## src/rtl/fifo_rd_7seg.sv

```systemverilog
// fifo_rd_7seg: pops bytes from a FIFO and holds each one on two active-low 7-seg digits for DWELL cycles.
// Define GALOIS_CHECK_EN to verify that consecutive bytes follow the POLY Galois LFSR sequence.
module fifo_rd_7seg #(
    parameter logic [8:1] POLY  = 8'hB8,
    parameter int         DWELL = 50_000_000
) (
    input  logic       CLK,
    input  logic       RSTn,
    input  logic       ENrd,
    input  logic       empty,
    input  logic [8:1] q,
    output logic       rdreq,
    output logic [7:1] HEX0,
    output logic [7:1] HEX1,
    output logic       err,
    output logic [8:1] errcnt,
    output logic [8:1] rdcnt
);
    localparam int CW = DWELL > 1 ? $clog2(DWELL) : 1;

    typedef enum logic [1:0] {IDLE, RD, LAT, HOLD} state_t;

    state_t        state, state_nx;
    logic [CW-1:0] dwell;
    logic [8:1]    dreg;

    always_comb begin
        state_nx = state;
        rdreq    = 1'b0;
        case (state)
            IDLE:    state_nx = (ENrd && !empty) ? RD : IDLE;
            RD: begin
                rdreq    = 1'b1;
                state_nx = LAT;
            end
            LAT:     state_nx = HOLD;
            HOLD:    state_nx = (dwell == '0) ? IDLE : HOLD;
            default: state_nx = IDLE;
        endcase
    end

    // q is valid during LAT, one cycle after the rdreq pulse
    always_ff @(posedge CLK or negedge RSTn) begin
        if (!RSTn) begin
            state <= IDLE;
            dwell <= '0;
            dreg  <= '0;
            rdcnt <= '0;
        end else begin
            state <= state_nx;
            if (state == LAT) begin
                dreg  <= q;
                rdcnt <= rdcnt + 8'd1;
                dwell <= CW'(DWELL - 1);
            end else if (state == HOLD && dwell != '0) begin
                dwell <= dwell - CW'(1);
            end
        end
    end

    function automatic logic [7:1] seg(input logic [3:0] n);
        case (n)
            4'h0:    seg = 7'b1000000;
            4'h1:    seg = 7'b1111001;
            4'h2:    seg = 7'b0100100;
            4'h3:    seg = 7'b0110000;
            4'h4:    seg = 7'b0011001;
            4'h5:    seg = 7'b0010010;
            4'h6:    seg = 7'b0000010;
            4'h7:    seg = 7'b1111000;
            4'h8:    seg = 7'b0000000;
            4'h9:    seg = 7'b0010000;
            4'hA:    seg = 7'b0001000;
            4'hB:    seg = 7'b0000011;
            4'hC:    seg = 7'b1000110;
            4'hD:    seg = 7'b0100001;
            4'hE:    seg = 7'b0000110;
            default: seg = 7'b0001110;
        endcase
    endfunction

    assign HEX0 = seg(dreg[4:1]);
    assign HEX1 = seg(dreg[8:5]);

`ifdef GALOIS_CHECK_EN
    logic [8:1] prev;
    logic [8:1] nxt;
    logic       seed;

    assign nxt = prev[1] ? ((prev >> 1) ^ POLY) : (prev >> 1);

    // prev always follows the received byte so one corrupt byte costs at most two mismatches
    always_ff @(posedge CLK or negedge RSTn) begin
        if (!RSTn) begin
            prev   <= '0;
            seed   <= 1'b1;
            err    <= 1'b0;
            errcnt <= '0;
        end else if (state == LAT) begin
            prev <= q;
            seed <= 1'b0;
            if (!seed && q != nxt) begin
                err <= 1'b1;
                if (errcnt != 8'hFF) errcnt <= errcnt + 8'd1;
            end
        end
    end
`else
    assign err    = 1'b0;
    assign errcnt = 8'h00;
`endif
endmodule
```

## config.mk

```make
export PLATFORM = sky130hd
export DESIGN_NAME = fifo_rd_7seg
export DESIGN_NICKNAME = d
export VERILOG_FILES = /design/src/rtl/fifo_rd_7seg.sv
export SDC_FILE = /design/constraint.sdc
export NUM_CORES = 1
export LEC_CHECK = 0
export ABC_AREA = 1
export CAP_MARGIN = 20
export CORE_ASPECT_RATIO = 1.5
export CORE_UTILIZATION = 50
export CTS_CLUSTER_SIZE = 25
export DETAILED_ROUTE_END_ITERATION = 16
export PLACE_DENSITY = 0.76
export SLEW_MARGIN = 5
export SYNTH_ARGS = -nofsm -noshare
export SYNTH_HDL_FRONTEND = slang
export SYNTH_SLANG_ARGS = --single-unit
export TNS_END_PERCENT = 30
```

## constraint.sdc

```tcl
create_clock -name CLK -period 1.9 [get_ports CLK]
set_input_delay 0.19 -clock CLK [delete_from_list [all_inputs] [get_ports CLK]]
set_output_delay 0.19 -clock CLK [all_outputs]
set_load 0.02 [all_outputs]
```

==> flow_summary_export.csv <==
group,metric,value,unit
outcome,status,"finished, final reports clean",
placement,postPlaceCellArea,0.00345,mm^2
detailed_routing,vias_per_cell,5.17,
worst_setup_path,cp_data_required_time,1.71,ns
worst_setup_path,cpMostUsedCell,"nand2_1",
power,switchingPower,500,uW
worst_setup_path,max_stage_delay,0.40,ns
layout,final_common_cell,"nand2_1",
detailed_routing,postRouteAntennaNets,0,
synth,synthesis.area,0.00300,mm^2
floorplanning,core_area,0.00579,mm^2
clock_tree,clock-sinks,44,
layout,syn2layout_area_growth,18.3,%
clock_tree,cts_max_level,2,
timing,maxSlewHeadroom,62.6,%
timing,finalCritPeriodShare,96.4,%
power,combPwrFrac,11.3,%
synth,syn_inst,431,
synth,synth_area_leaders,"dfrtp_1 (37%), nand2_1 (17%), ha_1 (5.8%)",
timing,grt_setup_unrepaired,"true",
clock_tree,clock_latency,0.31,ns
power,seq_power_share,49.9,%
clock_tree,path_clk_slew,0.09,ns
global_routing,grt_pass1_vias,2744,
detailed_routing,route.detailed.drc,0,
timing,slew_violations,0,
power,p_leak,0.00177,uW
floorplanning,dieArea,0.00633,mm^2
layout,stdcell_count,545,
layout,fillers,564,
timing,fmax,546,MHz
layout,n_antenna_cell,0,
synth,synth.distinct_cells,27,
worst_setup_path,crit_type,"reg -> out",
clock_tree,cts_buffer_depth,2,
floorplanning,initial_core_util,51.9,%
layout,mostFrequentLayoutCells,"nand2_1 (133), nor2_1 (46), dfrtp_1 (44)",
synth,synth_edf_count,0,
global_routing,globalRouteTotalUtil,23.0,%
synth,ys_async_sr_fraction,100,%
power,internal_power,1420,uW
detailed_routing,firstDrtPassIters,4,
worst_setup_path,cp.arrival,1.64,ns
clock_tree,post-cts-setup-buffers,0,
timing,fin_skew,0.00758,ns
worst_setup_path,cp-end-kind,"output pin",
placement,pre_cts_ws,0.00913,ns
detailed_routing,routed_wl,6.70,mm
synth,yosysSeqAreaShare,36.7,%
global_routing,grt_overflow,0,
clock_tree,cts_buffers,5,
timing,min_period,1.83,ns
power,p_per_area,542,mW/mm^2
power,switching_share,26.0,%
clock_tree,cts_tree,"yes",
power,irDropWorstVdd,0.378,mV
detailed_routing,vias,2816,
clock_tree,cts-root-buf,"clkbuf_8",
layout,design_area,0.00355,mm^2
detailed_routing,drtIter0Drc,104,
worst_setup_path,startpoint_type,"register",
floorplanning,die_h,96.9,um
worst_setup_path,worstRegToRegCells,11,
layout,nets,498,
worst_setup_path,crit_chain,"buf_4 > ha_1 > nand2_1 > nand2_1 > nor2_1 > a21oi_1 > clkdlybuf4s15_1",
timing,worst_pin_slew,0.561,ns
synth,dominantRegCellSynth,"dfrtp_1",
timing,finalSetupTns,0,ns
global_routing,grt_max_degree,30,
timing,finalHoldViolCount,0,
global_routing,grt_pass1_wl,11.5,mm
power,clock_power_share,38.9,%
placement,dp.final_hpwl,5.00,mm
synth,ys_warn_count,0,
layout,final_util,61.4,%
global_routing,antenna_found_initial,0,
detailed_routing,wl_per_cell,12.3,um
layout,drive_above_1_share,13.1,%
synth,synth_top_area_cell,"dfrtp_1",
synth,avgSynthCellArea,6.97,um^2
floorplanning,top_level_ports,44,
placement,gp_congestion,0.871,
flow_run,maxCapViolCount,0,
timing,setup_slack,0.0687,ns
timing,setup-violations-final,0,
floorplanning,num_rows,34,
worst_hold_path,hp-class,"in -> async",
worst_setup_path,cpMaxStageDelayCell,"dfrtp_1",
placement,placed_cells,536,
synth,synth_top_area_share,36.7,%
worst_setup_path,crit_path_max_fanout,4,
floorplanning,die_width,65.3,um
synth,ys_ff_latch,44,
placement,portBuffers,34,
## state kept, by name, indices dropped and copies added (netlist names)
| register | cells |
|---|---|
| state | 2 |
| dreg | 8 |
| dwell | 26 |
| rdcnt | 8 |
## final timing paths
kind / from / end / slack, ns
max: dreg[6] / HEX1[6] / 0.07
min: RSTn / dwell[9] / 0.40
max reg2reg: dwell[0] / dwell[23] / 0.18
min reg2reg: rdcnt[8] / rdcnt[8] / 0.48
max in group asynchronous: RSTn / dwell[2] / 0.98
min in group CLK: ENrd / state[0] / 0.44
## power groups by stage
stage	clock, uW	combinational (uW)	sequential [uW]
detailed placement	0	233	977
floorplan	0	136	968
CTS	768	221	958
global route	803	241	961
global placement	0	230	976
finish	748	217	959
## kinds of logic after synthesis
kind of cell | count (synthesis) | share of synthesized area (%)
compound gates | 51 | 8.92
buf+inv | 66 | 10.2
xor+xnor | 11 | 3.21
flops | 44 | 36.7
simple gates | 244 | 35.0
fa+ha+maj | 14 | 5.83
other cells | 1 | 0.125
## Yosys cell counts, types with 8 or more instances
library cell and n:
nand2_1 133, nand3_1 33, a21oi_1 13, dfrtp_1 44
ha_1 14, o21ai_1 10, xor2_1 9, buf_4 11
o21ai_0 25, nor2_2 8, nor2_1 46, nand4_1 10
inv_1 42
## timing repair
item / CTS / global route
gates resized for setup: 26 / 24
cloned: 0 / 0
endpoints found under the hold margin: 20 / 0
pin swaps: 0 / 1
hold buffers: 1 / 0
setup endpoints to repair: 14 / 27
## layer usage
metal	GRT usage (%)	routed length [um]
met5	0	0
met2	43.4	3690
met4	8.03	132
met3	3.42	173
met1	24.8	2700
## worst max-delay path, delay by kind of cell (launching register included)
family / cells / cell delay [ns]
flops: 1 / 0.40
simple gates: 3 / 0.24
compound gates: 1 / 0.05
buf+inv: 2 / 0.46
fa+ha+maj: 1 / 0.19
## per-stage QoR
stage / total power [uW] / hold WS [ns]
2_1_floorplan: 1100 / -0.106
3_3_place_gp: 1210 / 0.198
3_5_place_dp: 1210 / 0.206
4_1_cts: 1950 / 0.407
5_1_grt: 2010 / 0.436
6_report: 1920 / 0.396
## area by class of cell
class	instances	area, um^2	share of cell area [%]
multi-input combinational	329	1650	46.3
sequential	44	1100	31.0
timing repair buffer	49	439	12.4
inverter	43	161	4.54
tap	72	90.1	2.54
clock buffer	5	68.8	1.94
clock inverter	3	46.3	1.30
Note: power is estimated with default switching activity, not from simulation.
